## src/rtl/cnt_ctrl_if.sv

```systemverilog
// Bundles the button inputs, counter TC and the control outputs of cnt_ctrl.
// Latency: none, wires only.
// Backpressure: none; the counter side always accepts ce/s pulses.
// Ports: btn_run/btn_step/btn_set raw buttons, tc_in counter terminal count,
//        ce clock-enable, s preset, tick prescaler pulse, running RUN status.
interface cnt_ctrl_if;
    logic btn_run;
    logic btn_step;
    logic btn_set;
    logic tc_in;
    logic ce;
    logic s;
    logic tick;
    logic running;

    // master: the control block that drives ce/s to the counter
    modport master (
        input  btn_run, btn_step, btn_set, tc_in,
        output ce, s, tick, running
    );

    // slave: the counter / button environment around the control block
    modport slave (
        output btn_run, btn_step, btn_set, tc_in,
        input  ce, s, tick, running
    );
endinterface

```

## src/rtl/cnt_ctrl.sv

```systemverilog
// Button front-end for a down-counter: prescaler, debounce, run/step/preset FSM.
// Latency: raw edge -> press = 2 clk + DB_TICKS stable ticks; press -> ce/s = 1 clk.
// Backpressure: none; ce and s are single-cycle pulses the counter must take.
// Ports: clk, rst_n (async, active low), bus (cnt_ctrl_if.master).
module cnt_ctrl #(
    parameter int TICK_DIV  = 50000,
    parameter int DIV_W     = 16,
    parameter int DB_TICKS  = 4,
    parameter int AUTO_STOP = 0
) (
    input  logic         clk,
    input  logic         rst_n,
    cnt_ctrl_if.master   bus
);

    localparam int              CW       = $clog2(DB_TICKS + 1);
    localparam logic [DIV_W-1:0] DIV_LAST = DIV_W'(TICK_DIV - 1);
    localparam logic [CW-1:0]    DB_LAST  = CW'(DB_TICKS - 1);

    typedef enum logic [1:0] {IDLE, RUN, STEP} state_t;

    logic [DIV_W-1:0]    div_cnt;
    logic                tick_q;
    logic [2:0]          raw;
    logic [2:0]          sync1;
    logic [2:0]          sync2;
    logic [2:0]          db;
    logic [2:0]          db_q;
    logic [2:0][CW-1:0]  stab;
    logic [2:0]          press;
    logic                run_press;
    logic                step_press;
    logic                set_press;
    state_t              state;
    state_t              state_nxt;
    logic                ce_q;
    logic                ce_nxt;
    logic                s_q;
    logic                s_nxt;

    // bit 0 run, bit 1 step, bit 2 set
    assign raw = {bus.btn_set, bus.btn_step, bus.btn_run};

    // prescaler; tick is registered so it lands one cycle after the wrap value
    always_ff @(posedge clk or negedge rst_n) begin
        if (!rst_n) begin
            div_cnt <= '0;
            tick_q  <= 1'b0;
        end else begin
            tick_q <= (div_cnt == DIV_LAST);
            if (div_cnt == DIV_LAST) begin
                div_cnt <= '0;
            end else begin
                div_cnt <= div_cnt + DIV_W'(1);
            end
        end
    end

    // two-flop synchronizers, then per-button debounce sampled only on tick
    always_ff @(posedge clk or negedge rst_n) begin
        if (!rst_n) begin
            sync1 <= '0;
            sync2 <= '0;
            db    <= '0;
            db_q  <= '0;
            stab  <= '0;
        end else begin
            sync1 <= raw;
            sync2 <= sync1;
            db_q  <= db;
            if (tick_q) begin
                for (int i = 0; i < 3; i++) begin
                    if (sync2[i] == db[i]) begin
                        stab[i] <= '0;
                    end else if (stab[i] == DB_LAST) begin
                        // this tick is the DB_TICKS-th differing sample
                        db[i]   <= sync2[i];
                        stab[i] <= '0;
                    end else begin
                        stab[i] <= stab[i] + CW'(1);
                    end
                end
            end
        end
    end

    // rising edge of the debounced level only; release is silent
    assign press      = db & ~db_q;
    assign run_press  = press[0];
    assign step_press = press[1];
    assign set_press  = press[2];

    always_ff @(posedge clk or negedge rst_n) begin
        if (!rst_n) begin
            state <= IDLE;
            ce_q  <= 1'b0;
            s_q   <= 1'b0;
        end else begin
            state <= state_nxt;
            ce_q  <= ce_nxt;
            s_q   <= s_nxt;
        end
    end

    always_comb begin
        state_nxt = state;
        ce_nxt    = 1'b0;
        s_nxt     = set_press;
        case (state)
            IDLE: begin
                if (run_press) begin
                    state_nxt = RUN;
                end else if (step_press) begin
                    // ce is issued while sitting in STEP, one cycle after the press
                    state_nxt = STEP;
                    ce_nxt    = 1'b1;
                end
            end
            RUN: begin
                if (run_press) begin
                    state_nxt = IDLE;
                end else if (tick_q) begin
                    if ((AUTO_STOP != 0) && bus.tc_in) begin
                        state_nxt = IDLE;
                    end else begin
                        ce_nxt = 1'b1;
                    end
                end
            end
            STEP: begin
                state_nxt = IDLE;
            end
            default: begin
                state_nxt = IDLE;
            end
        endcase
        // a preset cycle never carries a count enable
        if (set_press) begin
            ce_nxt = 1'b0;
        end
    end

    assign bus.ce      = ce_q;
    assign bus.s       = s_q;
    assign bus.tick    = tick_q;
    assign bus.running = (state == RUN);

endmodule
```

## src/flat_wrapper.sv

```systemverilog
// flat-port wrapper written by rule: the top's interface ports become plain ports
module cnt_ctrl_flat 
#(
    parameter int TICK_DIV  = 50000,
    parameter int DIV_W     = 16,
    parameter int DB_TICKS  = 4,
    parameter int AUTO_STOP = 0
)
  (clk, rst_n, bus_btn_run, bus_btn_step, bus_btn_set, bus_tc_in, bus_ce, bus_s, bus_tick, bus_running);
  cnt_ctrl_if bus_i ();
  input  logic clk;
  input  logic rst_n;
  input wire logic [$bits(bus_i.btn_run)-1:0] bus_btn_run;
  input wire logic [$bits(bus_i.btn_step)-1:0] bus_btn_step;
  input wire logic [$bits(bus_i.btn_set)-1:0] bus_btn_set;
  input wire logic [$bits(bus_i.tc_in)-1:0] bus_tc_in;
  output wire logic [$bits(bus_i.ce)-1:0] bus_ce;
  output wire logic [$bits(bus_i.s)-1:0] bus_s;
  output wire logic [$bits(bus_i.tick)-1:0] bus_tick;
  output wire logic [$bits(bus_i.running)-1:0] bus_running;
  assign bus_i.btn_run = bus_btn_run;
  assign bus_i.btn_step = bus_btn_step;
  assign bus_i.btn_set = bus_btn_set;
  assign bus_i.tc_in = bus_tc_in;
  assign bus_ce = bus_i.ce;
  assign bus_s = bus_i.s;
  assign bus_tick = bus_i.tick;
  assign bus_running = bus_i.running;
  cnt_ctrl #(.TICK_DIV(TICK_DIV), .DIV_W(DIV_W), .DB_TICKS(DB_TICKS), .AUTO_STOP(AUTO_STOP)) u_core (.clk(clk), .rst_n(rst_n), .bus(bus_i));
endmodule
```

## config.mk

```make
export PLATFORM = sky130hd
export DESIGN_NAME = cnt_ctrl_flat
export DESIGN_NICKNAME = d
export VERILOG_FILES = /design/src/rtl/cnt_ctrl_if.sv /design/src/rtl/cnt_ctrl.sv /design/src/flat_wrapper.sv
export SDC_FILE = /design/constraint.sdc
export NUM_CORES = 1
export LEC_CHECK = 0
export ABC_AREA = 0
export CORE_MARGIN = 4
export CORE_UTILIZATION = 30
export DETAILED_ROUTE_END_ITERATION = 12
export DONT_BUFFER_PORTS = 1
export PLACE_DENSITY_LB_ADDON = 0.3
export SLEW_MARGIN = 10
export SYNTH_ARGS = -nofsm -noshare
export SYNTH_HDL_FRONTEND = slang
export SYNTH_SLANG_ARGS = --single-unit
```

## constraint.sdc

```tcl
create_clock -name clk -period 2.24 [get_ports clk]
set_clock_uncertainty 0.15 [all_clocks]
set_input_delay 0.448 -clock clk [delete_from_list [all_inputs] [get_ports clk]]
set_output_delay 0.448 -clock clk [all_outputs]
set_load 0.01 [all_outputs]
```

==> impl_results.md <==
* Max Slew Vio Count at 0
* CTS tree: built
* Total power at between 1000 and 1500 uW
* GRT overflow at 0
* Post-synthesis cell count at around 150
* RSZ-0062 raised after global routing: false
* Synthesis-to-layout area growth at 11.3%
* Switching pwr at between 200 and 300 uW
* Slew headroom at slightly below 60%
* Max cap viols at 0
* CTS Buf Count at 5
* ANT nets after route at 0
* Wire per inst at about 12 um
* Clock slew at reported path FFs at around 0.080 ns
* Vias in the first global route at roughly 1200
* Sw Share at about a fifth
* Crit start category: register
* CTS Buffer Depth at 2
* Die Area at 7040 um^2
* ANT cells at 0
* Core Region at roughly 5500 um^2
* Routed Wire Length at 2780 um
* Die X at about 84 um
* Hold/Removal Path Class: in -> reg
* Endpoints failing hold at 0
* First-pass GRT wire length at 5090 um
* Fin nets at ~170
* Layout cells sized above 1 at 9.03%
* Largest cells by area after synthesis: dfrtp_1 (61%), xnor2_1 (4.6%), xor2_1 (3.5%), ha_1 (2.9%), nor2_1 (2.8%)
* Ports at 10
* Syn Area/Cell at approximately 12 um^2
* Final setup viols at 0
* Sink Count at 42
* Pwr Density at about 640 nW/um^2
* Worst VDD drop at between 0.2 and 0.25 mV
* Setup TNS at 0 ns
* Max Clock Freq at 553 MHz
* Critical path cell sequence: ha_1, nand3_1, nor4_1, xnor2_1, nor2_1
* Detailed-router iteration count before antenna repair at 4
* Initial antenna violation count at 0
* Hpwl dp at a little under 2000 um
* Vias at 1064
* Placer Congestion at between 0.7 and 0.8
* CP Buf/Inv Count at 0
* Clk pwr share at between 30% and 40%
* CP Data Arrival Time at between 1.5 and 2 ns
* Pint at just under 1000 uW
* Seq/Total Area, Yosys at roughly 61%
* Tot GR Track Use at a little under a tenth
* Clk Latency, worst-skew pair at approximately 0.29 ns
* Part of the power in combinational logic at approximately 2.0%
* Via density at 4.69
* Mapped Nets at about 160
* Status: completed
* Largest net degree at the start of global routing at 43
* Initial core utilization at roughly 31%
* Synth top area share at around three fifths
* Seq pwr share at approximately 62%
* Area leader, netlist: dfrtp_1
* H-tree depth reported by CTS at 2
* Crit path largest cell delay at between 0.4 and 0.5 ns
* Final min period at 1.81 ns
* Slowest CP cell: nor4_1
* Synthesized cell area at between 1500 and 2000 um^2
* IO buf count at 0
* Distinct cells, synth at 28
* Period Utilization, post-route at between 80 and 90%
* Row cnt at 27
* Worst Setup End Kind: register
* Root Driver: clkbuf_8
* Setup CP Type: reg -> reg
* CP max FO at 7
* Post-CTS Setup Repair Bufs at 0
* Synth warnings at 0
* Worst-Margin Slew at between 0.6 and 0.7 ns
* Die H at 83.9 um
* Req. time, crit path at between 2 and 2.5 ns
* Remaining DRCs at 0
* Seq cells post-synth at 42
* Family with the most delay on the worst path: simple AND/OR/NAND/NOR gates
* Initial detailed-routing violation count at 33
* Leak Pwr at 0.000891 uW
final cells by class:
| class | instances | area (um^2) |
|---|---|---|
| clock buffers | 5 | 68.8 |
| clock inverters | 2 | 10.0 |
| fillers | 546 | 3620 |
| inverters | 11 | 41.3 |
| multi-input cells | 92 | 624 |
| flip-flops and latches | 42 | 1050 |
| well taps | 72 | 90.1 |
| repair buffers | 3 | 37.5 |
power by group through the flow:
stage | clock [uW] | combinational, uW | sequential [uW]
2_1_floorplan | 0 | 4.71 | 780
3_3_place_gp | 0 | 5.25 | 781
3_5_place_dp | 0 | 5.73 | 781
4_1_cts | 473 | 26.4 | 766
5_1_grt | 504 | 28.8 | 767
6_report | 449 | 25.0 | 766
through the flow:
step           setup slack, ns  hold slack [ns]  instances  area [um^2]  utilization, %
2_1_floorplan            0.306          0.00241        148         1730               -
3_3_place_gp             0.456          0.00351        218         1810            32.7
3_5_place_dp             0.409          0.00374        218         1810            32.7
4_1_cts                  0.394           0.0153        227         1920            34.7
5_1_grt                  0.211          0.00737        227         1920            34.7
6_report                 0.430           0.0304        227         1920            34.7
cell usage after synthesis, drive strengths merged:
| cell type | number |
|---|---|
| a21boi | 2 |
| or4b | 2 |
| dfrtp | 42 |
| inv | 11 |
| o22ai | 4 |
| a21oi | 1 |
| nor3 | 2 |
| nor2 | 13 |
| nand4b | 1 |
| nor2b | 4 |
| a211oi | 1 |
| nand3b | 5 |
| nand4 | 4 |
| xor2 | 7 |
| and2 | 1 |
| nand3 | 7 |
| clkbuf | 3 |
| mux2 | 3 |
| ha | 4 |
| xnor2 | 9 |
| nand2 | 8 |
| o21ai | 6 |
| or3 | 1 |
| nor4 | 4 |
| nand2b | 2 |
| a31o | 1 |
registers in the layout, indices dropped and copies added (netlist names):
name,count
u_core.div_cnt,16
u_core.stab,9
u_core.db,3
u_core.db_q,3
u_core.sync1,3
u_core.sync2,3
u_core.state,2
u_core.bus.ce,1
u_core.bus.s,1
u_core.bus.tick,1
placed cells by master (no fill, tap or decap), types with 2 or more instances in the layout:
master,n
dfrtp_1,42
nor2_1,13
inv_1,11
xnor2_1,9
nand2_1,8
nand3_1,7
xor2_1,7
o21ai_0,6
nand3b_1,5
clkbuf_8,5
nand4_1,4
nor2b_1,4
o22ai_1,4
ha_1,4
nor4_1,3
mux2_2,3
nor3_1,2
nand2b_1,2
a21boi_0,2
clkinv_2,2
worst reg2reg max path, stage by stage, from the launching register on:
cell     delay (ns)
dfrtp_1        0.39
ha_1           0.20
nand3_1        0.29
nor4_1         0.46
xnor2_1        0.17
nor2_1         0.05
path summary, 6_finish.rpt:
path                              startpoint            endpoint  slack (ns)  cells past startpoint
setup / recovery           u_core.div_cnt[0]  u_core.div_cnt[14]        0.43                      5
hold / removal                   bus_btn_run     u_core.sync1[0]        0.03                      0
setup reg to reg           u_core.div_cnt[0]  u_core.div_cnt[14]        0.43                      5
hold reg to reg              u_core.sync1[1]     u_core.sync2[1]        0.20                      0
max in group asynchronous              rst_n   u_core.div_cnt[2]        1.27                      2
min in group asynchronous              rst_n      u_core.stab[1]        0.47                      2
metal layers:
layer,track usage [%],wire (um),vias to the layer above
met3,3.16,94,5
met1,9.76,1230,534
met5,0,0,-
met4,5.56,49,0
met2,15.3,1410,14
li1,-,-,511
logic make-up after synthesis:
group           synth area share, %
flops                          60.8
buf+inv                        3.04
mux                            1.95
xor+xnor                       8.11
simple gates                   17.9
compound gates                 5.29
fa+ha+maj                      2.90
repair_timing:
item,CTS,global route
endpoints found under the hold margin,42,0
setup endpoints to repair,0,0
resized for setup,0,0
hold buffers,2,0
Note: power is estimated with default switching activity, not from simulation.
